===== config.mk =====
export PLATFORM = sky130hd
export DESIGN_NAME = motor_setpoint_ramp
export DESIGN_NICKNAME = d
export VERILOG_FILES = /design/src/rtl/motor_setpoint_ramp.sv
export SDC_FILE = /design/constraint.sdc
export NUM_CORES = 1
export LEC_CHECK = 0
export CELL_PAD_IN_SITES_DETAIL_PLACEMENT = 0
export CELL_PAD_IN_SITES_GLOBAL_PLACEMENT = 1
export CORE_ASPECT_RATIO = 0.75
export CORE_MARGIN = 5
export CORE_UTILIZATION = 50
export DETAILED_ROUTE_END_ITERATION = 10
export DONT_BUFFER_PORTS = 1
export PLACE_DENSITY = 0.9
export SYNTH_ARGS = -nofsm -noshare
export SYNTH_HDL_FRONTEND = slang
export SYNTH_SLANG_ARGS = --single-unit

===== constraint.sdc =====
create_clock -name clk -period 16.82 [get_ports clk]
set_clock_uncertainty 0.2 [all_clocks]
set_input_delay 3.364 -clock clk [delete_from_list [all_inputs] [get_ports clk]]
set_output_delay 3.364 -clock clk [all_outputs]
set_load 0.05 [all_outputs]

===== src/rtl/motor_setpoint_ramp.sv =====
// ----------------------------------------------------------------------------
// motor_setpoint_ramp
//
// Slew-rate limiter placed ahead of the PWM motor output stage. Software
// writes a target compare value per motor. Once per PWM period (i_tick),
// a sweep walks all motors, one per cycle. Each output moves toward its
// clamped target by at most i_step. When disarmed, every output is forced
// to i_min.
//
// Ports:
//   clk, rst     system clock, synchronous active-high reset
//   i_tick       one-cycle pulse per PWM period (timer overflow)
//   i_armed      1 = ramp toward target, 0 = force outputs to i_min
//   i_wr         target write strobe
//   i_wsel       target write index (values >= NUMBER_OF_MOTORS are ignored)
//   i_wdata      target compare value (unsigned)
//   i_min        lower clamp, also the disarmed output value
//   i_max        upper clamp
//   i_step       maximum change per tick per motor
//   o_compare    current compare values, motor k at [32k+31:32k]
//   o_busy       sweep in progress (SWEEP or DONE)
//   o_done       one-cycle pulse when a sweep completes
// ----------------------------------------------------------------------------
module motor_setpoint_ramp #(
    parameter int NUMBER_OF_MOTORS = 4,
    parameter int IDX_W = (NUMBER_OF_MOTORS > 1) ? $clog2(NUMBER_OF_MOTORS) : 1
) (
    input  logic                           clk,
    input  logic                           rst,
    input  logic                           i_tick,
    input  logic                           i_armed,
    input  logic                           i_wr,
    input  logic [IDX_W-1:0]               i_wsel,
    input  logic [31:0]                    i_wdata,
    input  logic [31:0]                    i_min,
    input  logic [31:0]                    i_max,
    input  logic [31:0]                    i_step,
    output logic [32*NUMBER_OF_MOTORS-1:0] o_compare,
    output logic                           o_busy,
    output logic                           o_done
);

    // Sweep counter width is tied to the motor count, independent of IDX_W.
    localparam int CNT_W = (NUMBER_OF_MOTORS > 1) ? $clog2(NUMBER_OF_MOTORS) : 1;
    localparam logic [CNT_W-1:0] LAST_IDX = CNT_W'(NUMBER_OF_MOTORS - 1);

    typedef enum logic [1:0] {
        ST_IDLE  = 2'd0,
        ST_SWEEP = 2'd1,
        ST_DONE  = 2'd2
    } state_t;

    state_t           state_q, state_d;
    logic [CNT_W-1:0] idx_q, idx_d;
    logic             pend_q, pend_d;

    logic [31:0] target_q [NUMBER_OF_MOTORS];
    logic [31:0] cur_q    [NUMBER_OF_MOTORS];

    logic [31:0] sel_cur;
    logic [31:0] sel_tgt;
    logic [31:0] upd_cur_d;

    // Clamp to [lo, hi]; the max() is applied last so that lo wins when
    // the limits are inverted.
    function automatic logic [31:0] clamp_target(input logic [31:0] tgt,
                                                 input logic [31:0] lo,
                                                 input logic [31:0] hi);
        logic [31:0] t;
        t = (tgt > hi) ? hi : tgt;
        t = (t < lo) ? lo : t;
        return t;
    endfunction

    // Move cur toward t by at most step. Each difference is only formed in
    // the direction known to be non-negative, and cur+step is only taken
    // when it stays below t, so nothing wraps.
    function automatic logic [31:0] step_toward(input logic [31:0] cur,
                                                input logic [31:0] t,
                                                input logic [31:0] step);
        logic [31:0] res;
        res = cur;
        if (cur < t) begin
            res = ((t - cur) > step) ? (cur + step) : t;
        end else if (cur > t) begin
            res = ((cur - t) > step) ? (cur - step) : t;
        end
        return res;
    endfunction

    // Select the motor currently being processed.
    always_comb begin
        sel_cur = '0;
        sel_tgt = '0;
        for (int k = 0; k < NUMBER_OF_MOTORS; k++) begin
            if (32'(idx_q) == k) begin
                sel_cur = cur_q[k];
                sel_tgt = target_q[k];
            end
        end
        if (i_armed) begin
            upd_cur_d = step_toward(sel_cur, clamp_target(sel_tgt, i_min, i_max), i_step);
        end else begin
            upd_cur_d = i_min;
        end
    end

    // Next-state logic. A tick seen outside IDLE is remembered in a single
    // pending flag; the flag launches the next sweep straight out of DONE.
    always_comb begin
        state_d = state_q;
        idx_d   = idx_q;
        pend_d  = pend_q;
        case (state_q)
            ST_IDLE: begin
                if (i_tick || pend_q) begin
                    state_d = ST_SWEEP;
                    idx_d   = '0;
                    pend_d  = 1'b0;
                end
            end
            ST_SWEEP: begin
                if (i_tick) begin
                    pend_d = 1'b1;
                end
                if (idx_q == LAST_IDX) begin
                    state_d = ST_DONE;
                    idx_d   = '0;
                end else begin
                    idx_d = idx_q + CNT_W'(1);
                end
            end
            ST_DONE: begin
                idx_d = '0;
                if (pend_q) begin
                    state_d = ST_SWEEP;
                    pend_d  = 1'b0;
                end else begin
                    state_d = ST_IDLE;
                    if (i_tick) begin
                        pend_d = 1'b1;
                    end
                end
            end
            default: begin
                state_d = ST_IDLE;
                idx_d   = '0;
                pend_d  = 1'b0;
            end
        endcase
    end

    always_ff @(posedge clk) begin
        if (rst) begin
            state_q <= ST_IDLE;
            idx_q   <= '0;
            pend_q  <= 1'b0;
            for (int k = 0; k < NUMBER_OF_MOTORS; k++) begin
                target_q[k] <= '0;
                cur_q[k]    <= '0;
            end
        end else begin
            state_q <= state_d;
            idx_q   <= idx_d;
            pend_q  <= pend_d;
            // The update reads target_q, so a same-cycle write to the motor
            // being processed takes effect on the next tick.
            for (int k = 0; k < NUMBER_OF_MOTORS; k++) begin
                if (i_wr && (32'(i_wsel) == k)) begin
                    target_q[k] <= i_wdata;
                end
                if ((state_q == ST_SWEEP) && (32'(idx_q) == k)) begin
                    cur_q[k] <= upd_cur_d;
                end
            end
        end
    end

    always_comb begin
        for (int k = 0; k < NUMBER_OF_MOTORS; k++) begin
            o_compare[32*k +: 32] = cur_q[k];
        end
    end

    assign o_busy = (state_q != ST_IDLE);
    assign o_done = (state_q == ST_DONE);

endmodule


==> run_summary.xml, run 1 <==
<?xml version="1.0" encoding="UTF-8"?>
<metrics>
  <group name="synthesis">
    <metric name="synth.yosys.seq_area_share" unit="%">32.34</metric>
    <metric name="synth_area_leader_cell" unit="">sky130_fd_sc_hd__edfxtp_1</metric>
    <metric name="postSynthCellCount" unit="">2906</metric>
    <metric name="netlist_area" unit="µm²">24080</metric>
    <metric name="avgSynthCellArea" unit="µm²">8.285</metric>
    <metric name="postSynthRegisterBits" unit="">261</metric>
    <metric name="yosys_most_used_dff" unit="">sky130_fd_sc_hd__edfxtp_1</metric>
    <metric name="synthesis.nets" unit="">3304</metric>
    <metric name="yosys.area.top_type_share" unit="%">31.93</metric>
    <metric name="synthArstFlopShare" unit="%">0</metric>
    <metric name="number_of_flops_mapped_to_enable_cells_by_yosys" unit="">256</metric>
    <metric name="synth.top_cells.by_count" unit="">334 x sky130_fd_sc_hd__a21oi_1, 334 x sky130_fd_sc_hd__nor2_1, 259 x sky130_fd_sc_hd__ha_1</metric>
    <metric name="leading_post_synthesis_cells_by_cell_area" unit="">sky130_fd_sc_hd__edfxtp_1 32%, sky130_fd_sc_hd__ha_1 13%, sky130_fd_sc_hd__a21oi_1 6.9%</metric>
    <metric name="synth.lib_cells_used.distinct" unit="">79</metric>
    <metric name="yosys_warnings" unit="">0</metric>
  </group>
  <group name="die">
    <metric name="fp.dieH" unit="µm">200.0</metric>
    <metric name="fp.dieW" unit="µm">263.4</metric>
    <metric name="fp.coreArea" unit="µm²">47480</metric>
    <metric name="die_footprint" unit="µm²">52690</metric>
    <metric name="rows" unit="">69</metric>
    <metric name="initial_util" unit="%">50.71</metric>
    <metric name="io_pins" unit="">265</metric>
  </group>
  <group name="timing">
    <metric name="worst_slew_margin_rel" unit="%">19.35</metric>
    <metric name="slew_violations" unit="">0</metric>
    <metric name="period_needed" unit="ns">15.44</metric>
    <metric name="report.final.hold_viol_count" unit="">0</metric>
    <metric name="layout_worst_path_cycle_share" unit="%">91.77</metric>
    <metric name="tightestPinTransition" unit="ns">1.206</metric>
    <metric name="setup_total_negative_slack" unit="ns">0</metric>
    <metric name="finalSetupViolations" unit="">0</metric>
    <metric name="rsz0062_at_grt" unit="">false</metric>
    <metric name="maximum_clock_rate" unit="MHz">64.79</metric>
  </group>
  <group name="critical_path">
    <metric name="reg2reg_setup_slack" unit="ns">1.84</metric>
    <metric name="cpPeakStageDelay" unit="ns">0.86</metric>
    <metric name="path_depth" unit="">43</metric>
    <metric name="r2r-end" unit="">cur_q[0][12]$_SDFFCE_PN0P_</metric>
    <metric name="critical_path.n_buffers_inverters" unit="">5</metric>
    <metric name="path_delay_family" unit="">compound AO/OA/AOI/OAI gates</metric>
    <metric name="timing.critical_path.fanout_max" unit="">46</metric>
    <metric name="startpoint_type" unit="">input port</metric>
    <metric name="cp_slowest_cell" unit="">sky130_fd_sc_hd__o211ai_1</metric>
    <metric name="path_class" unit="">in2reg</metric>
    <metric name="critPathCaptureType" unit="">flop</metric>
    <metric name="critical_path_end" unit="">cur_q[0][12]$_SDFFCE_PN0P_</metric>
    <metric name="worst_r2r_path_depth" unit="">49</metric>
    <metric name="worstSetupStartpoint" unit="">i_max[5]</metric>
    <metric name="critical_path_arrival" unit="ns">15.47</metric>
    <metric name="cp.required" unit="ns">16.85</metric>
    <metric name="worstReg2RegStart" unit="">idx_q[0]$_SDFFE_PP0P_</metric>
  </group>
  <group name="flow_run">
    <metric name="drv.max_cap_violation_count" unit="">0</metric>
  </group>
  <group name="detailed_routing">
    <metric name="vias_post_dr" unit="">22300</metric>
    <metric name="detail_route.iter0.violations" unit="">2814</metric>
    <metric name="post-route-drc-count" unit="">0</metric>
    <metric name="detail_route.first_pass.iterations" unit="">8</metric>
    <metric name="wl_per_cell" unit="µm">26.88</metric>
    <metric name="finalWirelength" unit="mm">93.50</metric>
    <metric name="detail-route-antenna-nets" unit="">0</metric>
    <metric name="viasPerCell" unit="">6.412</metric>
  </group>
  <group name="place">
    <metric name="placed_wire_length_estimate" unit="mm">74.04</metric>
    <metric name="port_buffers" unit="">0</metric>
    <metric name="finalWeightedCongestion" unit="">1.002</metric>
  </group>
  <group name="clocking">
    <metric name="clock_transition_at_path_regs" unit="ns">0.07</metric>
    <metric name="tritoncts" unit="">done</metric>
    <metric name="clk_latency" unit="ns">0.55</metric>
    <metric name="ctsHoldBuffers" unit="">0</metric>
    <metric name="post_cts_resized" unit="">0</metric>
    <metric name="cts_made_buffers" unit="">24</metric>
    <metric name="cts.path.max_buffers" unit="">3</metric>
    <metric name="cts-htree-levels" unit="">1</metric>
    <metric name="tritoncts_num_sinks" unit="">261</metric>
    <metric name="postCtsSetupBuffers" unit="">0</metric>
    <metric name="cts_root_buffer" unit="">sky130_fd_sc_hd__clkbuf_16</metric>
  </group>
  <group name="grt">
    <metric name="antenna_found_initial" unit="">3</metric>
    <metric name="grt.total_usage" unit="%">33.75</metric>
    <metric name="grt_overflow_total" unit="">0</metric>
    <metric name="grt_pass1_vias" unit="">20710</metric>
    <metric name="pin_count_of_the_biggest_net_entering_global_routing" unit="">85</metric>
    <metric name="first_pass_grt_wire_length" unit="mm">135.7</metric>
  </group>
  <group name="final_layout">
    <metric name="area_growth" unit="%">6.096</metric>
    <metric name="num-nets-final" unit="">3218</metric>
    <metric name="final_layout_size_suffix_gt1_share" unit="%">5.955</metric>
    <metric name="finish.utilization" unit="%">53.80</metric>
  </group>
  <group name="power">
    <metric name="post-layout-total-power" unit="W">0.004679</metric>
    <metric name="pwr_density_cell" unit="nW/µm²">183.2</metric>
    <metric name="static-leakage-power" unit="nW">11.01</metric>
    <metric name="irDropWorstVdd" unit="µV">129.2</metric>
  </group>
  <group name="status">
    <metric name="status" unit="">completed</metric>
  </group>
  <group name="worst_hold_path">
    <metric name="hold_path_class" unit="">reg2reg</metric>
  </group>
</metrics>
## stage by stage
step | hold WS, ns | setup WS, ns | instance area (µm²) | cells
after CTS | 0.3546 | 1.795 | 25540 | 3477
final | 0.3550 | 1.385 | 25540 | 3478
after floorplan | 0.3047 | 3.567 | 24080 | 2906
after detailed placement | 0.3409 | 1.286 | 24740 | 3433
after global routing | 0.3647 | 0.9327 | 25540 | 3477
after global placement | 0.3385 | 1.296 | 24740 | 3433
## sequential cells by signal, indices dropped and copies added, names as in the netlist
register / flops
idx_q: 2
pend_q: 1
cur_q: 128
target_q: 128
state_q: 2
## layout make-up
| class | count | area (µm²) |
|---|---|---|
| sequential | 261 | 7787 |
| inverter | 219 | 822.0 |
| multi-input combinational | 2260 | 14910 |
| antenna | 1 | 2.502 |
| tap | 639 | 799.5 |
| clock inverter | 8 | 120.1 |
| clock buffer | 36 | 686.9 |
| fill | 4449 | 21940 |
| timing repair buffer | 54 | 417.9 |
## power breakdown
part | internal [W] | switching (W) | leakage, nW
Clock | 0.000330 | 0.000254 | 0.386
Sequential | 0.000771 | 0.000129 | 2.63
Combinational | 0.00114 | 0.00205 | 7.99
Total | 0.00224 | 0.00243 | 11.0
## worst register-to-register path: cells and delay by family (launching register included)
kind	cells	cell delay, ns
AOI/OAI and AO/OA	23	6.94
DFF	1	0.39
and+or+nand+nor	12	2.69
muxes	2	0.79
adders and majority gates	5	2.06
buffers and inverters	6	1.50
xor gates and xnor gates	1	0.11
## metal layers
layer	global-route usage, %	share of wire [%]	vias to the layer above	routed length [µm]
met2	52.56	43	1410	40060
li1	-	-	10190	-
met4	9.667	3.7	4	3483
met1	46.13	41	10510	37940
met5	0	0.036	-	34
met3	10.26	13	187	11990
## kinds of logic (layout without fill, tap and decap cells)
| group | count (synthesis) | after routing | share of synthesized area (%) |
|---|---|---|---|
| AO/OA/AOI/OAI | 848 | 848 | 21.83 |
| buffers and inverters | 385 | 317 | 6.132 |
| AND/OR/NAND/NOR | 990 | 990 | 19.60 |
| other | 0 | 1 | 0 |
| adder cells (fa/ha/maj) | 263 | 263 | 13.79 |
| XOR/XNOR | 104 | 104 | 3.783 |
| multiplexers | 55 | 55 | 2.520 |
| flip-flops | 261 | 261 | 32.34 |
## worst min-delay path by stage
stage                                 start                       to  slack (ns)  cells past startpoint
finish              state_q[0]$_SDFFE_PP0P_  state_q[0]$_SDFFE_PP0P_        0.35                      2
global route        state_q[0]$_SDFFE_PP0P_  state_q[0]$_SDFFE_PP0P_        0.36                      2
CTS                 state_q[0]$_SDFFE_PP0P_  state_q[0]$_SDFFE_PP0P_        0.35                      2
detailed placement  state_q[0]$_SDFFE_PP0P_  state_q[0]$_SDFFE_PP0P_        0.34                      2
global placement    state_q[1]$_SDFFE_PP0P_  state_q[1]$_SDFFE_PP0P_        0.34                      2
floorplan             idx_q[1]$_SDFFE_PP0P_    idx_q[1]$_SDFFE_PP0P_        0.30                      2
## placed cells by master (no fill, tap or decap), drive strengths merged, types with 36 or more instances in the layout
cell / instances
o21ai: 169
nand4: 46
a211oi: 42
clkbuf: 36
and2: 143
o211ai: 45
a21o: 74
nor3: 77
a21oi: 334
mux2: 42
buf: 54
nand2: 238
nor2: 334
ha: 259
edfxtp: 256
inv: 220
xnor2: 71
Power figures use the tool's default switching activity.
==> run 2, diff against run 1 <==
--- a/config.mk
+++ b/config.mk
@@ -12,6 +12,7 @@
 export CORE_UTILIZATION = 50
 export DETAILED_ROUTE_END_ITERATION = 10
 export DONT_BUFFER_PORTS = 1
+export MAX_ROUTING_LAYER = met4
 export PLACE_DENSITY = 0.9
 export SYNTH_ARGS = -nofsm -noshare
 export SYNTH_HDL_FRONTEND = slang
==> run 2 against run 1 <==
Net effect: sequential power hardly changed; cell area hardly changed; critical path depth is 2 lower; first-iteration DRC count is 3.5% higher; via count is 0.45% higher; combinational power hardly changed; core utilization hardly changed.
==> run_summary.xml, run 2 (same netlist as run 1, synthesis figures left out) <==
<?xml version="1.0" encoding="UTF-8"?>
<metrics>
  <group name="status">
    <metric name="status" unit="">completed</metric>
  </group>
  <group name="grt">
    <metric name="grt_overflow_total" unit="">0</metric>
    <metric name="antenna_found_initial" unit="">1</metric>
    <metric name="pin_count_of_the_biggest_net_entering_global_routing" unit="">85</metric>
    <metric name="grt.total_usage" unit="%">35.15</metric>
    <metric name="first_pass_grt_wire_length" unit="mm">137.2</metric>
    <metric name="grt_pass1_vias" unit="">20850</metric>
  </group>
  <group name="timing">
    <metric name="report.final.hold_viol_count" unit="">0</metric>
    <metric name="maximum_clock_rate" unit="MHz">62.14</metric>
    <metric name="period_needed" unit="ns">16.09</metric>
    <metric name="worst_slew_margin_rel" unit="%">28.54</metric>
    <metric name="finalSetupViolations" unit="">0</metric>
    <metric name="rsz0062_at_grt" unit="">false</metric>
    <metric name="setup_total_negative_slack" unit="ns">0</metric>
    <metric name="slew_violations" unit="">0</metric>
    <metric name="tightestPinTransition" unit="ns">1.069</metric>
    <metric name="layout_worst_path_cycle_share" unit="%">95.67</metric>
    <metric name="layout_setup_ws" unit="ns">0.7282</metric>
  </group>
  <group name="critical_path">
    <metric name="r2r-end" unit="">cur_q[3][25]$_SDFFCE_PN0P_</metric>
    <metric name="critical_path.n_buffers_inverters" unit="">4</metric>
    <metric name="critPathCaptureType" unit="">flop</metric>
    <metric name="crit_top_cell" unit="">sky130_fd_sc_hd__a21o_1</metric>
    <metric name="reg2reg_setup_slack" unit="ns">1.10</metric>
    <metric name="cp.required" unit="ns">16.88</metric>
    <metric name="worst_r2r_path_depth" unit="">49</metric>
    <metric name="startpoint_type" unit="">input port</metric>
    <metric name="timing.critical_path.fanout_max" unit="">40</metric>
    <metric name="path_class" unit="">in2reg</metric>
    <metric name="cp_slowest_cell" unit="">sky130_fd_sc_hd__nor2_4</metric>
    <metric name="worstReg2RegStart" unit="">idx_q[0]$_SDFFE_PP0P_</metric>
    <metric name="cpPeakStageDelay" unit="ns">0.86</metric>
    <metric name="path_delay_family" unit="">compound AO/OA/AOI/OAI gates</metric>
    <metric name="critical_path_arrival" unit="ns">16.16</metric>
    <metric name="worstSetupStartpoint" unit="">i_max[5]</metric>
  </group>
  <group name="worst_hold_path">
    <metric name="hold_path_class" unit="">reg2reg</metric>
    <metric name="worst_hold_startpoint" unit="">state_q[1]$_SDFFE_PP0P_</metric>
    <metric name="hold_path_depth" unit="">2</metric>
    <metric name="worst_hold_path.endpoint" unit="">state_q[1]$_SDFFE_PP0P_</metric>
  </group>
  <group name="clocking">
    <metric name="clock_transition_at_path_regs" unit="ns">0.06</metric>
    <metric name="cts_made_buffers" unit="">24</metric>
    <metric name="tritoncts" unit="">done</metric>
    <metric name="tritoncts_num_sinks" unit="">261</metric>
    <metric name="cts-htree-levels" unit="">1</metric>
    <metric name="ctsHoldBuffers" unit="">0</metric>
    <metric name="cts.path.max_buffers" unit="">3</metric>
    <metric name="cts_root_buffer" unit="">sky130_fd_sc_hd__clkbuf_16</metric>
    <metric name="clk_latency" unit="ns">0.54</metric>
    <metric name="post_cts_resized" unit="">0</metric>
    <metric name="postCtsSetupBuffers" unit="">0</metric>
  </group>
  <group name="detailed_routing">
    <metric name="finalWirelength" unit="mm">94.33</metric>
    <metric name="detail_route.iter0.violations" unit="">2912</metric>
    <metric name="post-route-drc-count" unit="">0</metric>
    <metric name="wl_per_cell" unit="µm">27.09</metric>
    <metric name="detail-route-antenna-nets" unit="">0</metric>
    <metric name="vias_post_dr" unit="">22400</metric>
    <metric name="viasPerCell" unit="">6.433</metric>
    <metric name="detail_route.first_pass.iterations" unit="">6</metric>
  </group>
  <group name="final_layout">
    <metric name="num-nets-final" unit="">3222</metric>
    <metric name="area_growth" unit="%">6.013</metric>
    <metric name="final_layout_size_suffix_gt1_share" unit="%">6.052</metric>
    <metric name="layout_commonest_cell" unit="">sky130_fd_sc_hd__a21oi_1</metric>
    <metric name="most-common-layout-cells" unit="">334 x sky130_fd_sc_hd__a21oi_1, 333 x sky130_fd_sc_hd__nor2_1, 256 x sky130_fd_sc_hd__edfxtp_1</metric>
    <metric name="reg.largest.list" unit="">cur_q x128, target_q x128</metric>
    <metric name="finish.utilization" unit="%">53.75</metric>
  </group>
  <group name="power">
    <metric name="power.share.sequential" unit="%">19.3</metric>
    <metric name="sw_frac_of_total" unit="%">52.40</metric>
    <metric name="clock_power_share" unit="%">11.9</metric>
    <metric name="power_switching" unit="W">0.002444</metric>
    <metric name="p_int" unit="W">0.002220</metric>
    <metric name="static-leakage-power" unit="nW">11.01</metric>
    <metric name="comb_power_share" unit="%">68.8</metric>
    <metric name="pwr_density_cell" unit="nW/µm²">182.7</metric>
    <metric name="irDropWorstVdd" unit="µV">110.5</metric>
  </group>
  <group name="die">
    <metric name="fp.coreArea" unit="µm²">47480</metric>
    <metric name="fp.dieH" unit="µm">200.0</metric>
    <metric name="rows" unit="">69</metric>
    <metric name="die_footprint" unit="µm²">52690</metric>
    <metric name="initial_util" unit="%">50.71</metric>
    <metric name="fp.dieW" unit="µm">263.4</metric>
    <metric name="io_pins" unit="">265</metric>
  </group>
  <group name="place">
    <metric name="dp_worst_slack" unit="ns">0.8049</metric>
    <metric name="finalWeightedCongestion" unit="">1.048</metric>
    <metric name="placed_wire_length_estimate" unit="mm">74.79</metric>
    <metric name="port_buffers" unit="">0</metric>
  </group>
  <group name="flow_run">
    <metric name="drv.max_cap_violation_count" unit="">0</metric>
  </group>
</metrics>
-- run 2: per-stage QoR --
step                cells  instance area, µm²  power, W  hold WS (ns)
finish               3482               25520  0.004664        0.3637
global route         3482               25520  0.004939        0.4082
CTS                  3481               25520  0.004572        0.3587
detailed placement   3437               24770  0.004010        0.3464
global placement     3437               24770  0.003989        0.3348
floorplan            2906               24080  0.003072        0.3047
-- run 2: worst min-delay path, cell delays in order, from the launching register on --
cell and delay, ns:
sky130_fd_sc_hd__dfxtp_1 0.35, sky130_fd_sc_hd__a21oi_1 0.12, sky130_fd_sc_hd__nor3_1 0.05
-- run 2: layout make-up --
cell class	count	area [µm²]
Timing Repair Buffer	58	435.4
Inverter	219	822.0
Sequential cell	261	7787
Multi-Input combinational cell	2260	14920
Tap cell	639	799.5
Clock inverter	8	90.09
Fill cell	4424	21960
Clock buffer	36	666.9
Antenna cell	1	2.502
-- run 2: power groups by stage --
| stage | Clock, W | Combinational (W) | Sequential (W) |
|---|---|---|---|
| final | 0.000554 | 0.00321 | 0.000900 |
| after global routing | 0.000583 | 0.00345 | 0.000902 |
| after CTS | 0.000553 | 0.00312 | 0.000899 |
| after detailed placement | 0 | 0.00310 | 0.000913 |
| after global placement | 0 | 0.00308 | 0.000911 |
| after floorplan | 0 | 0.00218 | 0.000890 |
-- run 2: worst max-delay path by stage --
stage,endpoint,slack (ns),cells past startpoint
after floorplan,cur_q[2][25]$_SDFFCE_PN0P_,3.57,46
after global placement,cur_q[3][25]$_SDFFCE_PN0P_,0.82,42
after detailed placement,cur_q[3][25]$_SDFFCE_PN0P_,0.80,41
after CTS,cur_q[3][25]$_SDFFCE_PN0P_,1.28,41
after global routing,cur_q[2][25]$_SDFFCE_PN0P_,0.44,41
final,cur_q[3][25]$_SDFFCE_PN0P_,0.73,41
-- run 2: per-layer routing --
metal	wire length [µm]	vias up	track usage [%]
met4	3548	0	9.667
met3	12300	205	10.23
met1	38420	10600	46.92
met2	40070	1377	52.82
met5	0	-	-
li1	-	10220	-
